===== config.mk =====
export PLATFORM = sky130hd
export DESIGN_NAME = straight_check_scan
export DESIGN_NICKNAME = d
export VERILOG_FILES = /design/src/rtl/chess_pkg.sv /design/src/rtl/ray_cursor.sv /design/src/rtl/straight_check_scan.sv
export SDC_FILE = /design/constraint.sdc
export NUM_CORES = 1
export LEC_CHECK = 0
export ABC_AREA = 0
export BUFFER_PORTS_ARGS = -buffer_cell sky130_fd_sc_hd__buf_2
export CAP_MARGIN = 5
export CORE_MARGIN = 5
export CORE_UTILIZATION = 40
export DETAILED_ROUTE_END_ITERATION = 6
export GPL_ROUTABILITY_DRIVEN = 0
export GPL_TIMING_DRIVEN = 1
export PLACE_DENSITY = 0.61
export SETUP_SLACK_MARGIN = 0.2
export SYNTH_ARGS = -nofsm -noshare
export SYNTH_HDL_FRONTEND = slang
export SYNTH_SLANG_ARGS = --single-unit

===== constraint.sdc =====
create_clock -name clk -period 6.3 [get_ports clk]
set_input_delay 0 -clock clk [delete_from_list [all_inputs] [get_ports clk]]
set_output_delay 0 -clock clk [all_outputs]
set_load 0.01 [all_outputs]

===== src/rtl/chess_pkg.sv =====
// Shared chess datapath constants: piece codes, colours, ray directions, scanner FSM states.
package chess_pkg;

  localparam logic [2:0] EMPTY  = 3'd0;
  localparam logic [2:0] PAWN   = 3'd1;
  localparam logic [2:0] KNIGHT = 3'd2;
  localparam logic [2:0] BISHOP = 3'd3;
  localparam logic [2:0] ROOK   = 3'd4;
  localparam logic [2:0] QUEEN  = 3'd5;
  localparam logic [2:0] KING   = 3'd6;

  localparam logic WHITE = 1'b0;
  localparam logic BLACK = 1'b1;

  typedef enum logic [1:0] {UP = 2'd0, LEFT = 2'd1, RIGHT = 2'd2, DOWN = 2'd3} dir_t;

  typedef enum logic [1:0] {S_IDLE = 2'd0, S_LOAD = 2'd1, S_STEP = 2'd2, S_DONE = 2'd3} state_t;

  // Enemy rook or queen relative to the king colour; code 7 and others are blockers.
  function automatic logic is_straight_attacker(input logic [3:0] nib, input logic king_color);
    return (nib[2:0] == ROOK || nib[2:0] == QUEEN) && (nib[3] != king_color);
  endfunction

endpackage


===== src/rtl/ray_cursor.sv =====
// One orthogonal ray step: neighbouring square in a direction plus an edge flag.
// Rows live in square[2:0], columns in square[5:3]; a step never wraps.
module ray_cursor
  import chess_pkg::*;
(
  input  logic [5:0] square,
  input  logic [1:0] dir,
  output logic [5:0] next,
  output logic       atEdge
);

  always_comb begin
    next   = square;
    atEdge = 1'b0;
    case (dir)
      UP: begin
        atEdge = (square[2:0] == 3'd0);
        next   = square - 6'd1;
      end
      DOWN: begin
        atEdge = (square[2:0] == 3'd7);
        next   = square + 6'd1;
      end
      LEFT: begin
        atEdge = (square[5:3] == 3'd0);
        next   = square - 6'd8;
      end
      default: begin
        atEdge = (square[5:3] == 3'd7);
        next   = square + 6'd8;
      end
    endcase
  end

endmodule


===== src/rtl/straight_check_scan.sv =====
// Sequential rook/queen check detector walking UP, LEFT, RIGHT, DOWN from the king.
// Optional STRAIGHT_CHECK_COUNT_EN: scan all rays and count attacking rays.
module straight_check_scan
  import chess_pkg::*;
(
  input  logic         clk,
  input  logic         reset,
  input  logic         start,
  input  logic [255:0] bigBoard,
  input  logic [5:0]   kingPosition,
  input  logic         kingColor,
  output logic         busy,
  output logic         done,
  output logic         inCheck,
  output logic [5:0]   attackerPosition,
  output logic [3:0]   attackerPiece,
  output logic [1:0]   attackDirection
`ifdef STRAIGHT_CHECK_COUNT_EN
  ,
  output logic [2:0]   attackerCount
`endif
);

  state_t         state, state_nx;
  logic [255:0]   board_q;
  logic [5:0]     king_q;
  logic           kcol_q;
  logic [5:0]     cur_q;
  dir_t           dir_q;
  logic           chk_q;
  logic [5:0]     pos_q;
  logic [3:0]     pc_q;
  logic [1:0]     adir_q;
  logic [2:0]     cnt_q;

  logic [5:0]     nxt;
  logic           cur_edge;
  logic [5:0]     look_next_unused;
  logic           nxt_edge;
  logic [3:0]     nib;
  logic           occ, att, ray_end, finish;

  ray_cursor u_cur (.square(cur_q), .dir(dir_q), .next(nxt),              .atEdge(cur_edge));
  // Look one square further so an empty ray ends on its last square, not one cycle later.
  ray_cursor u_look(.square(nxt),   .dir(dir_q), .next(look_next_unused), .atEdge(nxt_edge));

  always_comb begin
    nib     = board_q[{nxt, 2'b00} +: 4];
    occ     = (nib[2:0] != EMPTY);
    att     = !cur_edge && occ && is_straight_attacker(nib, kcol_q);
`ifdef STRAIGHT_CHECK_COUNT_EN
    ray_end = cur_edge || occ || nxt_edge;
    finish  = ray_end && (dir_q == DOWN);
`else
    ray_end = cur_edge || (occ && !att) || (!occ && nxt_edge);
    finish  = (ray_end && (dir_q == DOWN)) || att;
`endif
  end

  always_ff @(posedge clk) begin
    if (reset) state <= S_IDLE;
    else       state <= state_nx;
  end

  always_comb begin
    state_nx = state;
    case (state)
      S_IDLE:  if (start) state_nx = S_LOAD;
      S_LOAD:  state_nx = S_STEP;
      S_STEP:  if (finish) state_nx = S_DONE;
      default: state_nx = S_IDLE;
    endcase
  end

  always_comb begin
    busy = (state == S_LOAD) || (state == S_STEP);
    done = (state == S_DONE);
  end

  always_ff @(posedge clk) begin
    if (reset) begin
      board_q <= '0;
      king_q  <= '0;
      kcol_q  <= 1'b0;
      cur_q   <= '0;
      dir_q   <= UP;
      chk_q   <= 1'b0;
      pos_q   <= '0;
      pc_q    <= '0;
      adir_q  <= '0;
      cnt_q   <= '0;
    end else begin
      case (state)
        S_IDLE: if (start) begin
          board_q <= bigBoard;
          king_q  <= kingPosition;
          kcol_q  <= kingColor;
        end
        S_LOAD: begin
          chk_q  <= 1'b0;
          pos_q  <= '0;
          pc_q   <= '0;
          adir_q <= '0;
          cnt_q  <= '0;
          dir_q  <= UP;
          cur_q  <= king_q;
        end
        S_STEP: begin
          if (att) begin
            if (!chk_q) begin
              chk_q  <= 1'b1;
              pos_q  <= nxt;
              pc_q   <= nib;
              adir_q <= dir_q;
            end
            if (cnt_q != 3'd7) cnt_q <= cnt_q + 3'd1;
          end
          if (ray_end) begin
            dir_q <= dir_t'(dir_q + 2'd1);
            cur_q <= king_q;
          end else begin
            cur_q <= nxt;
          end
        end
        default: ;
      endcase
    end
  end

  assign inCheck          = chk_q;
  assign attackerPosition = pos_q;
  assign attackerPiece    = pc_q;
  assign attackDirection  = adir_q;
`ifdef STRAIGHT_CHECK_COUNT_EN
  assign attackerCount    = cnt_q;
`endif

endmodule


Word-level counts from Yosys, hierarchy flattened --
Index checks and enable logic that the tools add are counted.
Storage, ports and cells: flip-flop bits (word level) 286, output and inout bits 15, word-level logic and storage cells 81
Cells by class: add/sub/neg operators 5, equal/unequal tests 17, shift-type cells 1, muxes and demuxes 21, reductions and logical operators 27
Operators by type and width (number):
- variable part select 256 x 9 -> 4 bit | 1
- case mux 6 bit (2 select lines) | 2
- equality test 3 bit, second input constant | 6
- 2-to-1 mux 6 bit | 3
- case mux 6 bit (3 select lines) | 1
- logical NOT 3 bit | 4
- 2-to-1 mux 2 bit | 5
- != test 2 bit, second input constant | 5
- 2-to-1 mux 4 bit | 2
- case mux 2 bit (2 select lines) | 2
- case mux 4 bit (2 select lines) | 1
- AND reduction 2 bit | 4
- adder 6 x 1 -> 6 bit, second input constant | 1
- adder 6 x 4 -> 6 bit, second input constant | 1
- equality test 2 bit, second input constant | 3
- logical AND 1 bit | 6
- case mux 1 bit (3 select lines) | 2
- case mux 2 bit (3 select lines) | 1
- subtractor 6 x 1 -> 6 bit, second input constant | 1
- subtractor 6 x 4 -> 6 bit, second input constant | 1
- logical OR 1 bit | 5
- equality test 2 x 1 -> 1 bit, second input constant | 2
- logical NOT 2 bit | 2
- logical NOT 1 bit | 3
- other kinds (7) | 7

Logic depth before layout (Yosys ltp) --
depth in word-level cells 15, depth in mapped cells 21, depth with buffers taken out 13

Hierarchy --
From an unflattened synthesis, not the netlist that was laid out.
Unflattened totals: cells, all modules 1597, area total of the unflattened synthesis 13302.8 um2
Modules (own cells, without submodules):
- straight_check_scan | times used 1, cells each 1499, area an instance 12504.5 um2, sequential area each 5725.5 um2
- ray_cursor | times used 2, cells each 49, area an instance 399.1 um2, sequential area each 0.0 um2

Worst setup path before layout --
Ideal clock, no wire load.
path type flip-flop to flip-flop, start point register cur_q[1], end point register dir_q[0], library setup time 0.095 ns, arrival time 4.266 ns, required time 6.205 ns, path slack 1.939 ns, stages on the path, launching flop included 21, path through dfxtp_1 -> buf_2 -> buf_4 -> buf_4 -> buf_4 -> inv_1 -> fa_1 -> buf_4 -> and2b_2 -> nor2_4 -> buf_6 -> buf_6 -> mux4_2 -> mux2i_1 -> mux2i_1 -> a22oi_2 -> nand3_2 -> and3_1 -> buf_4 -> or4_1 -> o311ai_1
Between the ends: word-level cells in the longest chain between the ends 13, elaborated cells on any way between the ends 31
RTL lines:
- start: declaration | RTL line straight_check_scan.sv:28 | logic [5:0] cur_q;
- start signal: assignment | RTL line straight_check_scan.sv:106 | cur_q <= king_q;
- start signal: assignment | RTL line straight_check_scan.sv:120 | cur_q <= king_q;
- start signal: assignment | RTL line straight_check_scan.sv:122 | cur_q <= nxt;
- adder 6 x 4 -> 6 bit (tied with other cells) | RTL line ray_cursor.sv:30 | next = square + 6'd8;
- case mux 6 bit (3 select lines) | RTL line ray_cursor.sv:15 | case (dir)
- variable part select 256 x 9 -> 4 bit | RTL line straight_check_scan.sv:48 | nib = board_q[{nxt, 2'b00} +: 4];
- equality test 3 bit | RTL line chess_pkg.sv:21 | return (nib[2:0] == ROOK || nib[2:0] == QUEEN) && (nib[3] != king_color);
- logical OR 1 bit | RTL line chess_pkg.sv:21
- logical AND 1 bit | RTL line chess_pkg.sv:21
- logical AND 1 bit | RTL line straight_check_scan.sv:50 | att = !cur_edge && occ && is_straight_attacker(nib, kcol_q);
- logical NOT 1 bit | RTL line straight_check_scan.sv:55 | ray_end = cur_edge || (occ && !att) || (!occ && nxt_edge);
- logical AND 1 bit | RTL line straight_check_scan.sv:55
- logical OR 1 bit | RTL line straight_check_scan.sv:55
- logical OR 1 bit (*) | RTL line straight_check_scan.sv:55
- != test 2 bit (no line) (*)
- AND reduction 2 bit (no line) (*)
- end signal: assignment | RTL line straight_check_scan.sv:119 | dir_q <= dir_t'(dir_q + 2'd1);
- end: declaration | RTL line straight_check_scan.sv:29 | dir_t dir_q;
Every way passes the cells marked *; elsewhere a longest branch is shown, timed or not. A chain may end at the register's enable or synchronous reset.

Worst setup path after layout --
start point register dir_q[0], end point register cur_q[3]
Between the ends: word-level cells in the longest chain between the ends 13, elaborated cells on any way between the ends 28
RTL lines:
- equality test 2 x 1 -> 1 bit (tied with other cells) | RTL line ray_cursor.sv:15
- case mux 6 bit (3 select lines) | RTL line ray_cursor.sv:15
- variable part select 256 x 9 -> 4 bit | RTL line straight_check_scan.sv:48
- equality test 3 bit | RTL line chess_pkg.sv:21
- logical OR 1 bit | RTL line chess_pkg.sv:21
- logical AND 1 bit | RTL line chess_pkg.sv:21
- logical AND 1 bit | RTL line straight_check_scan.sv:50
- logical NOT 1 bit | RTL line straight_check_scan.sv:55
- logical AND 1 bit | RTL line straight_check_scan.sv:55
- logical OR 1 bit (2 in series) | RTL line straight_check_scan.sv:55
- 2-to-1 mux 6 bit (*) | RTL line straight_check_scan.sv:118 | if (ray_end) begin
- case mux 6 bit (2 select lines) (*) | RTL line straight_check_scan.sv:93 | case (state)
Marked as above.

==> results.cfg <==
[logic_synthesis]
ys_types = 77
yosysWarnings = 0
ys.flop_type = dfxtp_1
synth_area_sq_mm = 0.0139
synth_cells = 1660
avgSynthCellArea_sq_um = 8.40
async_flop_share_pct = 0
syn_nets = 1939
synth_seq_cells = 286
synth_edf_count = 0
ys_seq_area_share_pct = 41.1

[timing]
hold_viol = 0
max_slew_margin_pct = 17.1
layout_worst_path_cycle_share_pct = 88.8
timing.setup.tns_ps = 0
holdWs_ps = 283
setup_viol_count_final = 0
drv_slew = 0
fin_crit_ps = 5590
max_freq_ghz = 0.179
tightest_slew_ps = 1240
clock-skew-final_ps = 13.5
rsz0062_at_grt = false

[grt]
grt_pass1_wl_mm = 77.5
grt_max_degree = 264
grt_use_met1_pct = 32.2
grt_pass1_vias = 14300
top_usage_layer = met2
grtUsageMet3_pct = 3.52
antenna_found_initial = 0
grtUsageTotal_pct = 24.5
gr-usage-met2_pct = 43.1
grt.overflow.total = 0

[cells_and_area]
drive_above_1_share_pct = 20.0
nets = 2453
seq_area_sq_mm = 0.00573
multi_input_area_sq_mm = 0.00755
area_delta_synth_final_pct = 41.7
nFillCells = 2978
fin_area_sq_mm = 0.0198
num_antenna_cells = 0

[clocking]
clock_path_buffers = 3
h-tree-depth = 2
path_clk_slew_ps = 60
cts_root_buf = clkbuf_16
cts_tree = yes
cts_made_buffers = 34
ctsResizeCount = 0
clock_latency_ps = 510
clock_sinks = 286
postCtsHoldBufs = 320
cts_setup_buffers = 0

[worst_setup_path]
cpLargestDelayFamily = simple AND/OR/NAND/NOR gates
arrival_ps = 5990
critPathLaunch = dir_q[0]$_SDFFE_PP0P_
crit_path_end = cur_q[3]$_SDFFE_PP0P_
path_buf_inv = 1
cp_cell_sequence = ha_1, fa_4, and2b_2, nor2_4, buf_4, nor2_1, a2111oi_0, o32ai_1, nor4b_2, a221o_1, and3_1, a2111oi_0, a311o_1
critPathMaxStageDelay_ps = 950
worstSetupPathType = reg -> reg
rr_startpoint = dir_q[0]$_SDFFE_PP0P_
r2r_cells = 13
cp_common_cell = a2111oi_0
cp.required_ps = 6690
r2r_end = cur_q[3]$_SDFFE_PP0P_
cp-end-kind = flip-flop
cp.depth = 13
start_kind = flip-flop
cp_slowest_cell = fa_4
critPathMaxFanout = 24
rrSetupSlack_ps = 710

[die]
die_h_um = 197
core_sq_mm = 0.0345
row_count = 68
io_pins = 281
start_util_pct = 40.5
die_w_um = 197
die_area_sq_mm = 0.0387

[place]
place_area_sq_mm = 0.0155
port_buffers = 280
dp_hpwl_mm = 30.7

[run]
drv_cap = 0

[hold_path]
holdCritPathClass = in -> reg

[drt]
drc = 0
routedWlPerCell_um = 18.6
final_antenna_net_count = 0
drt-total-wl_mm = 49.3
dr.first_iter.drc_count = 919
first_pass_iters = 5
via_per_inst = 5.28
vias = 14000

[power_and_ir_drop]
power_density_mw_per_mm2 = 413
irDropWorstVdd_uv = 290
p_leak_uw = 0.00791

[outcome]
outcome = completed
[state kept, by name, summed over array words and instances (netlist names), 2 cells and up]
name / cells
cur_q: 6
dir_q: 2
board_q: 256
king_q: 6
state: 2
attackDirection: 2
attackerPiece: 4
attackerPosition: 6
[per-layer routing]
metal	wire, um	vias to the layer above	part of all wire (%)
li1	-	6760	-
met1	21100	6649	43
met2	24000	521	49
met3	3100	84	6.3
met4	1060	0	2.1
met5	0	-	0
[kinds of logic (layout without fill, tap and decap cells)]
logic type               count (synthesis)  count (layout)  share of synthesized area, %
AO/OA/AOI/OAI                          351             351                          14.4
XOR/XNOR                                 4               4                         0.359
adder cells (fa/ha/maj)                 13              13                          1.27
buffers and inverters                  152             689                          5.03
flip-flops                             286             286                          41.1
multiplexers                           165             165                          17.3
AND/OR/NAND/NOR                        689             689                          20.5
[how the worst min path moves through the flow]
| stage | from | to | slack, ps | depth (start not counted) |
|---|---|---|---|---|
| floorplan | bigBoard[0] | board_q[0]$_SDFFE_PP0P_ | 140 | 2 |
| global placement | bigBoard[59] | board_q[59]$_SDFFE_PP0P_ | 240 | 3 |
| detailed placement | bigBoard[244] | board_q[244]$_SDFFE_PP0P_ | 240 | 3 |
| CTS | bigBoard[59] | board_q[59]$_SDFFE_PP0P_ | 260 | 4 |
| global route | bigBoard[146] | board_q[146]$_SDFFE_PP0P_ | 290 | 4 |
| finish | bigBoard[144] | board_q[144]$_SDFFE_PP0P_ | 280 | 4 |
[where the power goes]
group,switching [uW],internal (uW),total [uW]
clock,769,1150,1920
combinational,2350,1510,3860
sequential,234,2150,2390
total,3350,4810,8160
[synthesized netlist by cell type, types with 3 or more instances]
master | number | area share (%)
a311o_1 | 3 | 0.22
nor4b_1 | 4 | 0.25
a21oi_1 | 274 | 9.8
mux2i_1 | 101 | 7.3
nor2_1 | 29 | 0.78
buf_6 | 9 | 0.73
and3b_1 | 3 | 0.19
nand4_1 | 6 | 0.27
buf_1 | 11 | 0.30
nand3_1 | 30 | 1.1
or2_2 | 4 | 0.18
nand2b_1 | 6 | 0.27
and3_1 | 4 | 0.18
a22oi_1 | 5 | 0.27
a311oi_1 | 5 | 0.31
a221oi_1 | 6 | 0.38
buf_2 | 12 | 0.43
inv_1 | 14 | 0.38
or4_1 | 3 | 0.16
clkbuf_1 | 92 | 2.5
ha_1 | 11 | 0.99
a211o_1 | 5 | 0.31
a2111oi_0 | 7 | 0.44
a31oi_1 | 7 | 0.31
buf_4 | 13 | 0.70
nor4_1 | 3 | 0.13
o211ai_1 | 3 | 0.16
nor3b_1 | 8 | 0.43
nand2_1 | 567 | 15
dfxtp_1 | 286 | 41
o311ai_1 | 3 | 0.19
mux4_2 | 60 | 9.7
o21ai_0 | 10 | 0.36
[cells in the final DEF, fill, tap and decap left out, drive strengths merged, types with 5 or more instances in the layout]
cell type | synthesis | layout
nor2 | 31 | 31
a21oi | 275 | 275
dlygate4sd3 | 0 | 320
or2 | 7 | 7
nand2b | 6 | 6
clkbuf | 92 | 51
inv | 14 | 15
buf | 45 | 295
a211o | 5 | 5
a2111oi | 8 | 8
nand2 | 567 | 567
mux4 | 60 | 60
nor4b | 5 | 5
mux2i | 102 | 102
nand3 | 31 | 31
nand4 | 6 | 6
a311oi | 5 | 5
ha | 11 | 11
clkinv | 1 | 6
nor3b | 9 | 9
o21ai | 11 | 11
a221oi | 7 | 7
a31oi | 7 | 7
a22oi | 6 | 6
dfxtp | 286 | 286
[worst reg2reg max path, stage by stage (launching register included)]
cell and delay [ps]:
dfxtp_1 410, ha_1 430, fa_4 950, and2b_2 370, nor2_4 490, buf_4 360, nor2_1 130, a2111oi_0 520
o32ai_1 180, nor4b_2 450, a221o_1 300, and3_1 370, a2111oi_0 180, a311o_1 350
[layout make-up]
class	count	share of cell area (%)
Sequential cell	286	29.0
Inverter	15	0.285
Timing Repair Buffer	615	24.1
Clock buffer	51	5.14
Tap cell	455	2.88
Clock inverter	8	0.361
Multi-Input combinational cell	1222	38.3
[stage by stage]
step | setup WS, ps | std cells | total power (uW) | utilization (%)
after global routing | 389 | 2652 | 8650 | 57.3
after CTS | 804 | 2652 | 8170 | 57.3
final | 706 | 2652 | 8160 | 57.3
after global placement | 1020 | 2273 | 5950 | 44.9
after detailed placement | 834 | 2273 | 6030 | 44.9
after floorplan | 1940 | 1660 | 5060 | -
Power figures use the tool's default switching activity.
